===== src/rtl/logic_basic_queue_pkg.sv =====
// logic_basic_queue_pkg: width helpers and default-configuration types shared
// by the queue controller and the code that pairs it with its memory.
package logic_basic_queue_pkg;

  // Pointer width for a memory of 'capacity' entries (never below 1 bit).
  function automatic int addr_width(input int capacity);
    return (capacity > 1) ? $clog2(capacity) : 1;
  endfunction

  // Width needed to hold any count from 0 up to and including 'max_count'.
  function automatic int count_width(input int max_count);
    return (max_count > 0) ? $clog2(max_count + 1) : 1;
  endfunction

  // Types for the default four-entry configuration.
  localparam int DEFAULT_CAPACITY = 4;
  typedef logic [addr_width(DEFAULT_CAPACITY)-1:0]      ptr_t;
  typedef logic [count_width(DEFAULT_CAPACITY)-1:0]     count_t;
  typedef logic [count_width(DEFAULT_CAPACITY + 1)-1:0] level_t;

endpackage


===== src/rtl/logic_basic_queue_controller.sv =====
// logic_basic_queue_controller: queue control for an external synchronous
// memory (logic_basic_queue_generic_memory) plus a one-word output stage
// formed by the memory's read register. Holds CAPACITY+1 words in total.
//
// Optional feature: define LOGIC_BASIC_QUEUE_CONTROLLER_ALMOST_FLAGS_EN to get
// registered almost_full / almost_empty flags; otherwise both are tied to 0.
//
// Handshake rule (both sides): a word moves on a rising aclk edge exactly when
// tvalid and tready are both high; tvalid, once high, holds with stable tdata
// until that transfer; tready may change freely and never depends on tvalid.
module logic_basic_queue_controller
  import logic_basic_queue_pkg::*;
#(
  parameter int DATA_WIDTH   = 1,
  parameter int CAPACITY     = 4,
  parameter int ALMOST_FULL  = CAPACITY - 1,
  parameter int ALMOST_EMPTY = 1,
  localparam int AW = addr_width(CAPACITY),
  localparam int LW = count_width(CAPACITY + 1)
) (
  input  logic                  aclk,
  input  logic                  areset_n,
  input  logic                  rx_tvalid,
  output logic                  rx_tready,
  input  logic [DATA_WIDTH-1:0] rx_tdata,
  output logic                  tx_tvalid,
  input  logic                  tx_tready,
  output logic [DATA_WIDTH-1:0] tx_tdata,
  output logic                  write_enable,
  output logic [DATA_WIDTH-1:0] write_data,
  output logic [AW-1:0]         write_pointer,
  output logic                  read_enable,
  output logic [AW-1:0]         read_pointer,
  input  logic [DATA_WIDTH-1:0] read_data,
  output logic [LW-1:0]         level,
  output logic                  almost_full,
  output logic                  almost_empty
);

  localparam int CW = count_width(CAPACITY);
  localparam logic [CW-1:0] CAP_C = CW'(CAPACITY);

  // Reject configurations the pointer arithmetic cannot support.
  if (CAPACITY < 2 || (CAPACITY & (CAPACITY - 1)) != 0 ||
      ALMOST_FULL < 0 || ALMOST_FULL > CAPACITY + 1 ||
      ALMOST_EMPTY < 0 || ALMOST_EMPTY > CAPACITY + 1) begin : g_bad_params
    $error("logic_basic_queue_controller: unsupported CAPACITY/threshold parameters");
  end

  logic [AW-1:0] wp;
  logic [AW-1:0] rp;
  logic [CW-1:0] mem_count;
  logic [CW-1:0] mem_count_nxt;
  logic          tx_tvalid_nxt;
  logic [LW-1:0] level_nxt;
  logic          wr_fire;
  logic          rd_fire;

  // Memory is only read when it holds data and the output register is free or
  // being emptied this cycle. Since mem_count counts words already written,
  // a read never targets the slot being written in the same cycle. Both
  // strobes are gated by reset so the memory port is idle while it is held.
  assign wr_fire = areset_n & rx_tvalid & rx_tready;
  assign rd_fire = areset_n & (mem_count != '0) & (~tx_tvalid | tx_tready);

  assign write_enable  = wr_fire;
  assign write_data    = rx_tdata;
  assign write_pointer = wp;
  assign read_enable   = rd_fire;
  assign read_pointer  = rp;
  // The memory's read register is the output stage: it holds while no read
  // is issued, so tx_tdata stays stable throughout a stall.
  assign tx_tdata      = read_data;

  // Next-state values for the occupancy counters and output-stage valid.
  always_comb begin
    mem_count_nxt = mem_count;
    case ({wr_fire, rd_fire})
      2'b10:   mem_count_nxt = mem_count + CW'(1);
      2'b01:   mem_count_nxt = mem_count - CW'(1);
      default: mem_count_nxt = mem_count;
    endcase
    tx_tvalid_nxt = tx_tvalid;
    if (rd_fire) begin
      tx_tvalid_nxt = 1'b1;
    end else if (tx_tvalid && tx_tready) begin
      tx_tvalid_nxt = 1'b0;
    end
    level_nxt = LW'(mem_count_nxt) + LW'(tx_tvalid_nxt);
  end

  // Pointers, counts, output valid and registered write-side ready.
  always_ff @(posedge aclk) begin
    if (!areset_n) begin
      wp        <= '0;
      rp        <= '0;
      mem_count <= '0;
      tx_tvalid <= 1'b0;
      rx_tready <= 1'b0;
      level     <= '0;
    end else begin
      if (wr_fire) begin
        wp <= wp + AW'(1);
      end
      if (rd_fire) begin
        rp <= rp + AW'(1);
      end
      mem_count <= mem_count_nxt;
      tx_tvalid <= tx_tvalid_nxt;
      rx_tready <= (mem_count_nxt < CAP_C);
      level     <= level_nxt;
    end
  end

`ifdef LOGIC_BASIC_QUEUE_CONTROLLER_ALMOST_FLAGS_EN
  localparam logic [LW-1:0] AF_C = LW'(ALMOST_FULL);
  localparam logic [LW-1:0] AE_C = LW'(ALMOST_EMPTY);

  // Threshold flags track the same next level that loads the level register.
  always_ff @(posedge aclk) begin
    if (!areset_n) begin
      almost_full  <= 1'b0;
      almost_empty <= 1'b1;
    end else begin
      almost_full  <= (level_nxt >= AF_C);
      almost_empty <= (level_nxt <= AE_C);
    end
  end
`else
  assign almost_full  = 1'b0;
  assign almost_empty = 1'b0;
`endif

endmodule


===== config.mk =====
export PLATFORM = sky130hd
export DESIGN_NAME = logic_basic_queue_controller
export DESIGN_NICKNAME = d
export VERILOG_FILES = /design/src/rtl/logic_basic_queue_pkg.sv /design/src/rtl/logic_basic_queue_controller.sv
export SDC_FILE = /design/constraint.sdc
export NUM_CORES = 1
export LEC_CHECK = 0
export ABC_AREA = 1
export CAP_MARGIN = 20
export CORE_UTILIZATION = 25
export CTS_BUF_LIST = sky130_fd_sc_hd__clkbuf_8
export CTS_CLUSTER_DIAMETER = 80
export DETAILED_ROUTE_END_ITERATION = 10
export GPL_ROUTABILITY_DRIVEN = 0
export PLACE_DENSITY = 0.47
export SLEW_MARGIN = 5
export SYNTH_ARGS = -nofsm -noshare
export SYNTH_HDL_FRONTEND = slang
export SYNTH_SLANG_ARGS = --single-unit
export TNS_END_PERCENT = 30

===== constraint.sdc =====
create_clock -name aclk -period 3.37 [get_ports aclk]
set_input_delay 0.337 -clock aclk [delete_from_list [all_inputs] [get_ports aclk]]
set_output_delay 0.337 -clock aclk [all_outputs]
set_load 0.01 [all_outputs]

# Word-level counts from Yosys, hierarchy flattened
# Index checks and enable logic that the tools add are counted.
# Widths: inputs -> output; s select.
word_totals:
  regBits: 12
  latch_bits: 0
  ramBits: 0
  romBits: 0
  input_bits: 6
  output_inout_bits: 15
  wordCells: 25
  mem_count: 0
op_classes:
  addsub: 5
  multipliers: 0
  n_div: 0
  magnitude_cmp: 1
  eq_ne: 2
  n_shift: 0
  muxes: 3
  bitwise: 6
  n_reduce_logical: 2
ops:
  columns: ["cell", "n"]
  rows:
  - ["$pmux 3 s2", 1]
  - ["$add 2x1->2 const B", 2]
  - ["$and 1x1->1", 4]
  - ["$add 3x1->3", 1]
  - ["$add 3x1->3 const B", 1]
  - ["$lt 3x3->1 const B", 1]
  - ["$reduce_bool 3->1", 1]
  - ["$sub 3x1->3 const B", 1]
  - ["$eq 2x1->1 const B", 1]
  - ["$eq 2x2->1 const B", 1]
  - ["$mux 1", 2]
  - ["$logic_and 1x1->1", 1]
  - ["$not 1->1", 1]
  - ["$or 1x1->1", 1]

# Depth between registers and ports, before layout
# Gate-level depths: netlist (run 1).
logic_depth:
  ltp_word: 6
  mapped_depth: 14
  mapped_depth_nobuf: 14

# Worst setup path before layout (run 1)
# No wires, ideal clock.
synth_timing:
  path_kind: "input-to-reg"
  start: "in tx_tready"
  end: "reg level[1]"
  setup_ns: 0.109
  arrival_time_ns: 1.914
  t_required_ns: 3.261
  slack_ns: 1.347
  stages: 13
  path_buffers: 0
  cell_sequence: "inv_1 -> nand2_1 -> nand3_2 -> inv_2 -> ha_1 -> inv_1 -> fa_1 -> nand2_1 -> o21ai_0 -> inv_1 -> ha_1 -> nand2_1 -> inv_1"
synth_between:
  elab_chain_len: 5
  word_cells_on_any_way: 9
  cone_classes: "1 x add/sub; 2 x eq/ne; 3 x mux; 2 x bitwise; 1 x reduce/logical"
synth_lines:
  columns: ["element", "line_no", "source"]
  rows:
  - ["start, declared", "logic_basic_queue_controller.sv:27", "input logic tx_tready,"]
  - ["$or 1x1->1 (*)", "logic_basic_queue_controller.sv:64", "assign rd_fire = areset_n & (mem_count != '0) & (~tx_tvalid | tx_tready);"]
  - ["$and 1x1->1 (*)", "logic_basic_queue_controller.sv:64", null]
  - ["named net read_enable", "logic_basic_queue_controller.sv:32", "output logic read_enable,"]
  - ["$eq 2x1->1 or $eq 2x2->1 (tied branches)", "logic_basic_queue_controller.sv:78", "case ({wr_fire, rd_fire})"]
  - ["$pmux 3 s2 (*)", "logic_basic_queue_controller.sv:78", null]
  - ["named net mem_count_nxt[1]", "logic_basic_queue_controller.sv:53", "logic [CW-1:0] mem_count_nxt;"]
  - ["$add 3x1->3 (*)", "logic_basic_queue_controller.sv:89", "level_nxt = LW'(mem_count_nxt) + LW'(tx_tvalid_nxt);"]
  - ["named net level_nxt[1]", "logic_basic_queue_controller.sv:55", "logic [LW-1:0] level_nxt;"]
  - ["end signal, assigned", "logic_basic_queue_controller.sv:111", "level <= level_nxt;"]
  - ["end, declared", "logic_basic_queue_controller.sv:35", "output logic [LW-1:0] level,"]
# The timed path passes the listed nets; every way through them passes the cells marked *.
# A chain may end at the register's enable or synchronous reset.

# Worst setup path after layout (run 1)
layout_timing:
  start: "in areset_n"
  end: "reg level[1]"
layout_between:
  elab_chain_len: 5
  word_cells_on_any_way: 9
  cone_classes: "1 x add/sub; 2 x eq/ne; 2 x mux; 4 x bitwise"
layout_lines:
  columns: ["element", "line_no", "source"]
  rows:
  - ["start, declared", "logic_basic_queue_controller.sv:22", "input logic areset_n,"]
  - ["$and 1x1->1 (on tied branches) (2 in series)", "logic_basic_queue_controller.sv:64, logic_basic_queue_controller.sv:63", null]
  - ["$eq 2x1->1 or $eq 2x2->1 (tied branches)", "logic_basic_queue_controller.sv:78", null]
  - ["$pmux 3 s2 (*)", "logic_basic_queue_controller.sv:78", null]
  - ["named net mem_count_nxt[1]", "logic_basic_queue_controller.sv:53", null]
  - ["$add 3x1->3 (*)", "logic_basic_queue_controller.sv:89", null]
  - ["named net level_nxt[1]", "logic_basic_queue_controller.sv:55", null]
# Marked as above.

==> results of run 1 <==
==> final timing paths <==
check,from,endpoint,slack [ps]
max,areset_n,level[1]$_SDFF_PN0_,830
max reg2reg,mem_count[1]$_SDFF_PN0_,level[1]$_SDFF_PN0_,1220
min,mem_count[0]$_SDFF_PN0_,mem_count[0]$_SDFF_PN0_,490
min reg2reg,mem_count[0]$_SDFF_PN0_,mem_count[0]$_SDFF_PN0_,490
==> cell families (layout without fill, tap and decap cells) <==
kind of cell    after synthesis  after routing  share of synthesized area (%)
xor+xnor                      2              2                           2.89
other cells                   1              2                          0.619
buf+inv                      21             33                           16.7
simple gates                 29             29                           24.8
fa+ha+maj                     4              4                           9.50
compound gates                7              7                           5.78
flops                        12             12                           39.7
==> final cells by class <==
class	instances	area, um^2
well taps	28	35.0
flip-flops and latches	12	240
multi-input cells	44	268
inverters	16	60.1
repair buffers	14	140
fillers	259	1470
clock buffers	3	41.3
==> registers in the layout, summed over array words and instances (netlist names) <==
signal and count:
level 3, mem_count 3, write_pointer 2, tx_tvalid 1, read_pointer 2, rx_tready 1
==> layer usage <==
metal  wire length (um)  up-vias
met2                428       13
li1                   -      251
met1                526      202
met3                 56        4
met4                 25        0
met5                  0        -
==> worst max-delay path, cell delays in order <==
cell             delay, ps
clkdlybuf4s50_1        670
nand3_2                190
inv_2                  110
ha_1                   160
inv_1                   60
fa_1                   470
nand2_1                 50
o21ai_0                120
inv_1                   80
ha_1                   290
nand2_1                 70
inv_1                   40
==> cells in the mapped netlist <==
| cell | n |
|---|---|
| inv_2 | 2 |
| conb_1 | 1 |
| nand3_4 | 1 |
| ha_1 | 3 |
| xnor2_1 | 1 |
| nand3_1 | 2 |
| fa_1 | 1 |
| dfxtp_1 | 12 |
| nor2_1 | 4 |
| buf_6 | 1 |
| nand3_2 | 2 |
| a21oi_1 | 5 |
| nand2_1 | 17 |
| o21ai_0 | 2 |
| xor2_1 | 1 |
| inv_1 | 14 |
| nand4_1 | 2 |
| nor2_4 | 1 |
| buf_4 | 4 |
==> cells in the final DEF (no fill, tap or decap) <==
cell type and n:
clkdlybuf4s50_1 14, nor2_1 4, inv_1 14, inv_2 2, ha_1 3, a21oi_1 5, conb_1 2, nand2_1 17
nand3_1 2, dfxtp_1 12, nand3_4 1, xnor2_1 1, nand3_2 2, xor2_1 1, o21ai_0 2, nor2_4 1
nand4_1 2, clkbuf_8 3, fa_1 1
==> power breakdown <==
group / internal [mW] / leakage (nW) / switching, mW / total (mW)
Clock: 0.0785 / 0.0216 / 0.0494 / 0.128
Combinational: 0.127 / 0.256 / 0.156 / 0.283
Sequential: 0.183 / 0.0983 / 0.0214 / 0.204
==> run metrics, run 1 <==
Crit. End Element=flop; fin util=between 30% and 40%; fin worst setup slack=around 830 ps; Synth Cell Area=~610 um^2; Die Area=~2600 um^2; reg2reg path depth=13; max_cap viols=0; Startpoint Class=input port; PD cells=~780 nW/um^2; met2 Use GR=roughly 13%; post-synth top area cell=dfxtp_1; vias=470; Global Route met3 Usage=roughly 1.8%; Final min period=roughly 2500 ps; # placed instances=114; final hold vios=0; Resize count post-CTS=0; 1st-pass router iterations=2; Post-CTS Hold Fix Bufs=0; first-pass GRT wire length=roughly 1700 um; Post-Synthesis Cells=between 70 and 80; WL final=1040 um; RSZ-0062 raised after global routing=false; Syn-to-layout area delta=29.5%; Syn Area/Cell=between 7 and 8 um^2; Max H-tree Level=1; Final Power=a little over 0.6 mW; Final Max Slew Viols=0; Clk Latency, worst-skew pair=240 ps; clock root buffer=clkbuf_8; Die Span X=approximately 50 um; clock buffer depth=2; Top Usage Layer GRT=met2; die height=~51 um; critical path peak fanout=8; CTS tree=built; pin count of the biggest net entering global routing=9; post-DP HPWL=821 um; Placed Area=743 um^2; Initial Util=around 27%; met1 Usage GRT=between 10 and 15%; #FFs+latches synth=12; Tightest Hold Check Type=flop to flop; Num CTS Buffers=3; Final TNS setup=0 ps; Setup Fix Bufs, Post-CTS=0; Final Setup Violations=0; outcome=completed; Hold Slack=492 ps; initial antenna violation count=0; Reg clk slew, reported paths=roughly 50 ps; Max IR drop VDD=about 320 uV; num ports=21; DRC violations left=0; final period utilization=between 70% and 80%; Iter 0 DRT Violations=3; fmax=roughly 0.39 GHz; largest cells by area after synthesis=dfxtp_1, nand2_1, inv_1; Port Buffers=14; hold depth=2; GRT Resource Usage Total=9.26%; Seq/Total Area, Yosys=between 30% and 40%; Setup CP Type=input port to flop; Post-Layout Cell Count=117; core area=between 2000 and 2500 um^2; WP data arrival=between 2000 and 3000 ps; ANT nets after route=0; vias in the first global route=440; CTS sink cnt=12; clock skew=around 2.9 ps; pre-CTS WS=approximately 580 ps; share of the synthesized area in the top cell type=39.7%; total gr overflow=0; YS warnings=0; wire length per cell=8.85 um; ANT cells=0; CP Data Required Time=3500 ps; Pleak=roughly 0.38 nW; fraction of layout cells with a size suffix above 1=10.1%; Rows=17; DR vias/cell=4.02; post-synth cell types=19; nets=slightly above 100; design area=~800 um^2
No activity file was read; power rests on OpenSTA's default activity.
==> inputs of run 2 (changes only) <==
clock period = 2.4 ns   (was 3.37 ns; I/O delays follow)
==> run 2 against run 1 <==
Effect of this change: clock skew shrank 1.9 ps; critical path type unchanged; count of clock-buffer cells in the layout grew 1; final area grew 8.5%; total power grew 57%; critical path depth grew 2; sequential share of layout area shrank 2.4 points; first-iteration DRC count grew 33%; core utilization grew 2.9 points; final cell count grew 6.8%; die area is the same; sequential cell count is the same.
==> run metrics, run 2 (synthesis gave the netlist of run 1 again) <==
CTS tree=built; ANT nets after route=0 (unchanged); RSZ-0062 raised after global routing=false; Endpoint, Worst Hold=tx_tdata; CTS sink cnt=12 (unchanged); vias in the first global route=473 (+7.5%); CP Data Required Time=2540 ps (-960 ps); DR vias/cell=4.01 (-0.23%); reg2reg setup slack=360 ps (-860 ps); Setup crit start=tx_tready; Startpoint Class=input port; biggest regs=level x3, mem_count x3; Final Max Slew Viols=0 (unchanged); Hold Slack=480 ps (-12.0 ps); first-pass GRT wire length=1950 um (+13%); most frequent cells in the layout=nand2_1, inv_1, clkdlybuf4s50_1; fmax=about 0.46 GHz; initial antenna violation count=0 (unchanged); core area=2250 um^2 (unchanged); Port Buffers=14 (unchanged); GRT Resource Usage Total=10.3% (+1.0 points); Die Area=2620 um^2 (unchanged); fillers=254 (-1.9%); final period utilization=between 80% and 90%; clock skew=1.07 ps (-1.85 ps); reg2reg start=mem_count[2]$_SDFF_PN0_; Clk Latency, worst-skew pair=240 ps (about the same); register area=240 um^2 (unchanged); worst flop-to-flop path endpoint=level[1]$_SDFF_PN0_; wire length per cell=8.81 um (-0.53%); PD cells=1130 nW/um^2 (+45%); 1st-pass router iterations=4 (+2); final hold vios=0 (unchanged); # placed instances=121 (+6.1%); Rows=17 (unchanged); WL final=1100 um (+6.3%); fraction of layout cells with a size suffix above 1=17.5% (+7.4 points); Final min period=approximately 2200 ps; pin count of the biggest net entering global routing=9 (unchanged); Setup Fix Bufs, Post-CTS=0 (unchanged); Final TNS setup=0 ps (unchanged); die height=51.2 um (unchanged); Crit. End Element=flop; Initial Util=26.9% (unchanged); clock buffer depth=2 (unchanged); Pleak=0.415 nW (+10%); fin util=37.7% (+2.9 points); DRC violations left=0 (unchanged); hold depth=0 (-2); num ports=21 (unchanged); clock root buffer=clkbuf_8; ANT cells=0 (unchanged); Max H-tree Level=1 (unchanged); Num CTS Buffers=3 (unchanged); Post-CTS Hold Fix Bufs=0 (unchanged); worst hold start=read_data; max_cap viols=0 (unchanged); Resize count post-CTS=0 (unchanged); Post-Layout Cell Count=125 (+6.8%); reg2reg path depth=13 (unchanged); Iter 0 DRT Violations=4 (+1); total gr overflow=0 (unchanged); Final Setup Violations=0 (unchanged); Setup CP Type=input port to flop; most common cell after layout, fill and taps aside=nand2_1; multi-input logic area=268 um^2 (unchanged); WP data arrival=2300 ps (-370 ps); post-DP HPWL=831 um (+1.3%); critical path peak fanout=2 (-6); Reg clk slew, reported paths=60 ps (about the same); Die Span X=51.2 um (unchanged); Syn-to-layout area delta=40.5%; outcome=completed; Tightest Hold Check Type=input port to primary output; vias=501 (+6.6%); nets=108 (+6.9%); Max IR drop VDD=430 uV (+35%)
-- run 2: where the power goes --
| group | total (mW) | leakage, nW | switching, mW | internal (mW) |
|---|---|---|---|---|
| clock network | 0.224 | 0.0288 | 0.0788 | 0.145 |
| registers | 0.286 | 0.0983 | 0.0299 | 0.256 |
| logic | 0.455 | 0.288 | 0.230 | 0.224 |
| total | 0.965 | 0.415 | 0.339 | 0.626 |
-- run 2: worst max-delay path by stage --
stage / to / slack [ps] / cells past startpoint
after global routing: level[1]$_SDFF_PN0_ / 60 / 14
after floorplan: level[1]$_SDFF_PN0_ / 390 / 12
after CTS: level[1]$_SDFF_PN0_ / 240 / 14
after detailed placement: level[1]$_SDFF_PN0_ / -1 / 14
final: level[1]$_SDFF_PN0_ / 250 / 14
after global placement: level[1]$_SDFF_PN0_ / 20 / 14
-- run 2: routing by layer --
| layer | global-route usage, % | part of all wire [%] | vias to the layer above |
|---|---|---|---|
| li1 | - | - | 267 |
| met1 | 13.9 | 53 | 221 |
| met2 | 14.0 | 42 | 11 |
| met3 | 2.68 | 4.5 | 2 |
| met4 | 6.76 | 0.82 | 0 |
| met5 | 0 | 0 | - |
-- run 2: critical path: stages --
cell and delay (ps):
clkdlybuf4s50_1 450, inv_1 30, nand2_1 80, nand3_2 100, inv_2 60, ha_1 150
inv_1 70, fa_1 480, nand2_1 50, o21ai_0 110, inv_1 80, ha_1 300
nand2_1 70, inv_1 30
-- run 2: area by class of cell --
type,instances,share of cell area [%]
multi-input cells,44,31.5
flip-flops and latches,12,28.2
repair buffers,21,22.6
inverters,16,7.06
clock buffers,4,6.47
well taps,28,4.12
-- run 2: stage by stage --
| step | cell area (um^2) | setup WS [ps] | power (mW) |
|---|---|---|---|
| 2_1_floorplan | 609 | 391 | 0.558 |
| 3_3_place_gp | 796 | 23.6 | 0.739 |
| 3_5_place_dp | 796 | -1.09 | 0.744 |
| 4_1_cts | 851 | 238 | 0.975 |
| 5_1_grt | 851 | 58.2 | 1.06 |
| 6_report | 851 | 246 | 0.965 |
==> inputs of run 3 (changes only) <==
REMOVE_ABC_BUFFERS = 1   (was unset)
==> run 3 against run 2 <==
Effect of this change: sequential power barely moved; clock skew about the same; final cell count stayed put; worst hold slack about the same; combinational power increased by 2%; setup slack got worse by 82 ps; total power shrank 3.9%; wire length shrank 0.91%; die area stayed put.
==> run metrics, run 3 (synthesis gave the netlist of run 1 again) <==
DRC violations left=0 (unchanged); Post-CTS Hold Fix Bufs=0 (unchanged); ANT nets after route=0 (unchanged); vias=517 (+3.2%); Setup Fix Bufs, Post-CTS=0 (unchanged); PD cells=1100 nW/um^2 (-3.2%); die height=51.2 um (unchanged); Die Span X=51.2 um (unchanged); Setup CP Type=input port to flop; WP data arrival=2360 ps (+60 ps); Pleak=0.412 nW (-0.69%); final period utilization=93.1% (+3.4 points); fmax=0.447 GHz (-3.7%); most frequent cells in the layout=nand2_1, inv_1, clkdlybuf4s50_1; sw frac=35.3% (+0.21 points); CP Cell Sequence=clkdlybuf4s50_1 -> buf_4 -> nand3_4 -> ha_1 -> inv_1 -> fa_1 -> nand2_1 -> o21ai_0 -> inv_1 -> ha_1 -> inv_1 -> nand3_1 -> nand2_1; worst flop-to-flop path endpoint=level[2]$_SDFF_PN0_; Initial Util=26.9% (unchanged); fin worst setup slack=165 ps (-81.8 ps); core area=2250 um^2 (unchanged); DR vias/cell=4.14 (+3.2%); Die Area=2620 um^2 (unchanged); most common cell after layout, fill and taps aside=nand2_1; reg2reg setup slack=320 ps (-40 ps); post-DP HPWL=888 um (+6.8%); ANT cells=0 (unchanged); Max stage delay on crit path=520 ps (+40 ps); clock skew=0.662 ps (-0.412 ps); WL final=1090 um (-0.91%); CP Depth=13 (-1); Num CTS Buffers=3 (unchanged); vias in the first global route=479 (+1.3%); outcome=completed; pre-CTS WS=-38.7 ps (-37.6 ps); CTS tree=built; RSZ-0062 raised after global routing=false; Syn-to-layout area delta=39.5%; Rows=17 (unchanged); GRT Resource Usage Total=10.4% (+0.15 points); Reg clk slew, reported paths=50 ps (about the same); num ports=21 (unchanged); wire length per cell=8.73 um (-0.91%); Psw=0.328 mW (-3.3%); cell family with most CP delay=buffers and inverters; Tightest Hold Check Type=input port to primary output; CP Data Required Time=2530 ps (about the same); critical path's slowest cell=clkdlybuf4s50_1; Most common cell on crit path=inv_1; Endpoint, Worst Hold=tx_tdata; final hold vios=0 (unchanged); total gr overflow=0 (unchanged); reg2reg start=mem_count[0]$_SDFF_PN0_; Startpoint Class=input port; Max IR drop VDD=415 uV (-3.5%); Clock Power Share=19.1% (-4.1 points); initial antenna violation count=0 (unchanged); WP buf/inv=5 (-1); biggest regs=level x3, mem_count x3; Hold Slack=480 ps (+0.0810 ps); pin count of the biggest net entering global routing=9 (unchanged); hold depth=0 (unchanged); Final min period=2240 ps (+81.8 ps); Max H-tree Level=1 (unchanged); first-pass GRT wire length=1990 um (+2.2%); Resize count post-CTS=0 (unchanged); clock buffer depth=2 (unchanged); Clk Latency, worst-skew pair=230 ps (about the same); Port Buffers=14 (unchanged); sequential power share=31.0% (+1.3 points); nets=109 (+0.93%); worst hold start=read_data; fraction of layout cells with a size suffix above 1=17.5% (unchanged); reg2reg path depth=13 (unchanged); max_cap viols=0 (unchanged); Final Power=0.927 mW (-3.9%); clock root buffer=clkbuf_8; critical path peak fanout=4 (+2); Iter 0 DRT Violations=5 (+1); 1st-pass router iterations=4 (unchanged); Final Setup Violations=0 (unchanged); Crit. End Element=flop; Final Max Slew Viols=0 (unchanged); CTS sink cnt=12 (unchanged); part of the power in combinational logic=50.0% (+2.9 points); internal power=0.599 mW (-4.2%)
==> run 3: metal layers <==
layer | routed length [um] | global-route usage (%) | vias up
met5 | 0 | 0 | -
met4 | 0 | 4.05 | 0
met3 | 80 | 4.76 | 0
met2 | 474 | 16.4 | 20
met1 | 535 | 12.2 | 230
li1 | - | - | 267
==> run 3: worst max path at each step <==
stage,from,endpoint,slack (ps)
after global placement,areset_n,level[2]$_SDFF_PN0_,-10
after CTS,areset_n,level[2]$_SDFF_PN0_,210
after detailed placement,areset_n,level[2]$_SDFF_PN0_,-40
final,areset_n,level[2]$_SDFF_PN0_,160
after floorplan,tx_tvalid$_SDFF_PN0_,level[1]$_SDFF_PN0_,390
after global routing,tx_tready,level[2]$_SDFF_PN0_,10
==> run 3: through the flow <==
step | instances | util, % | area [um^2] | TNS [ps]
after floorplan | 72 | - | 568 | 0
after global placement | 122 | 35.6 | 803 | -17.9
after detailed placement | 122 | 35.6 | 803 | -62.6
after CTS | 125 | 37.5 | 845 | 0
after global routing | 125 | 37.5 | 845 | 0
final | 125 | 37.5 | 845 | 0
==> run 3: final cells by class <==
type	count	area, um^2
fillers	252	1410
clock buffers	3	41.3
repair buffers	22	200
well taps	28	35.0
flip-flops and latches	12	240
inverters	16	60.1
multi-input cells	44	268
==> run 3: power groups by stage <==
| stage | combinational, mW | sequential [mW] | clock, mW |
|---|---|---|---|
| 3_5_place_dp | 0.465 | 0.292 | 0 |
| 2_1_floorplan | 0.243 | 0.306 | 0 |
| 3_3_place_gp | 0.462 | 0.290 | 0 |
| 4_1_cts | 0.469 | 0.288 | 0.189 |
| 6_report | 0.463 | 0.287 | 0.177 |
| 5_1_grt | 0.537 | 0.293 | 0.199 |
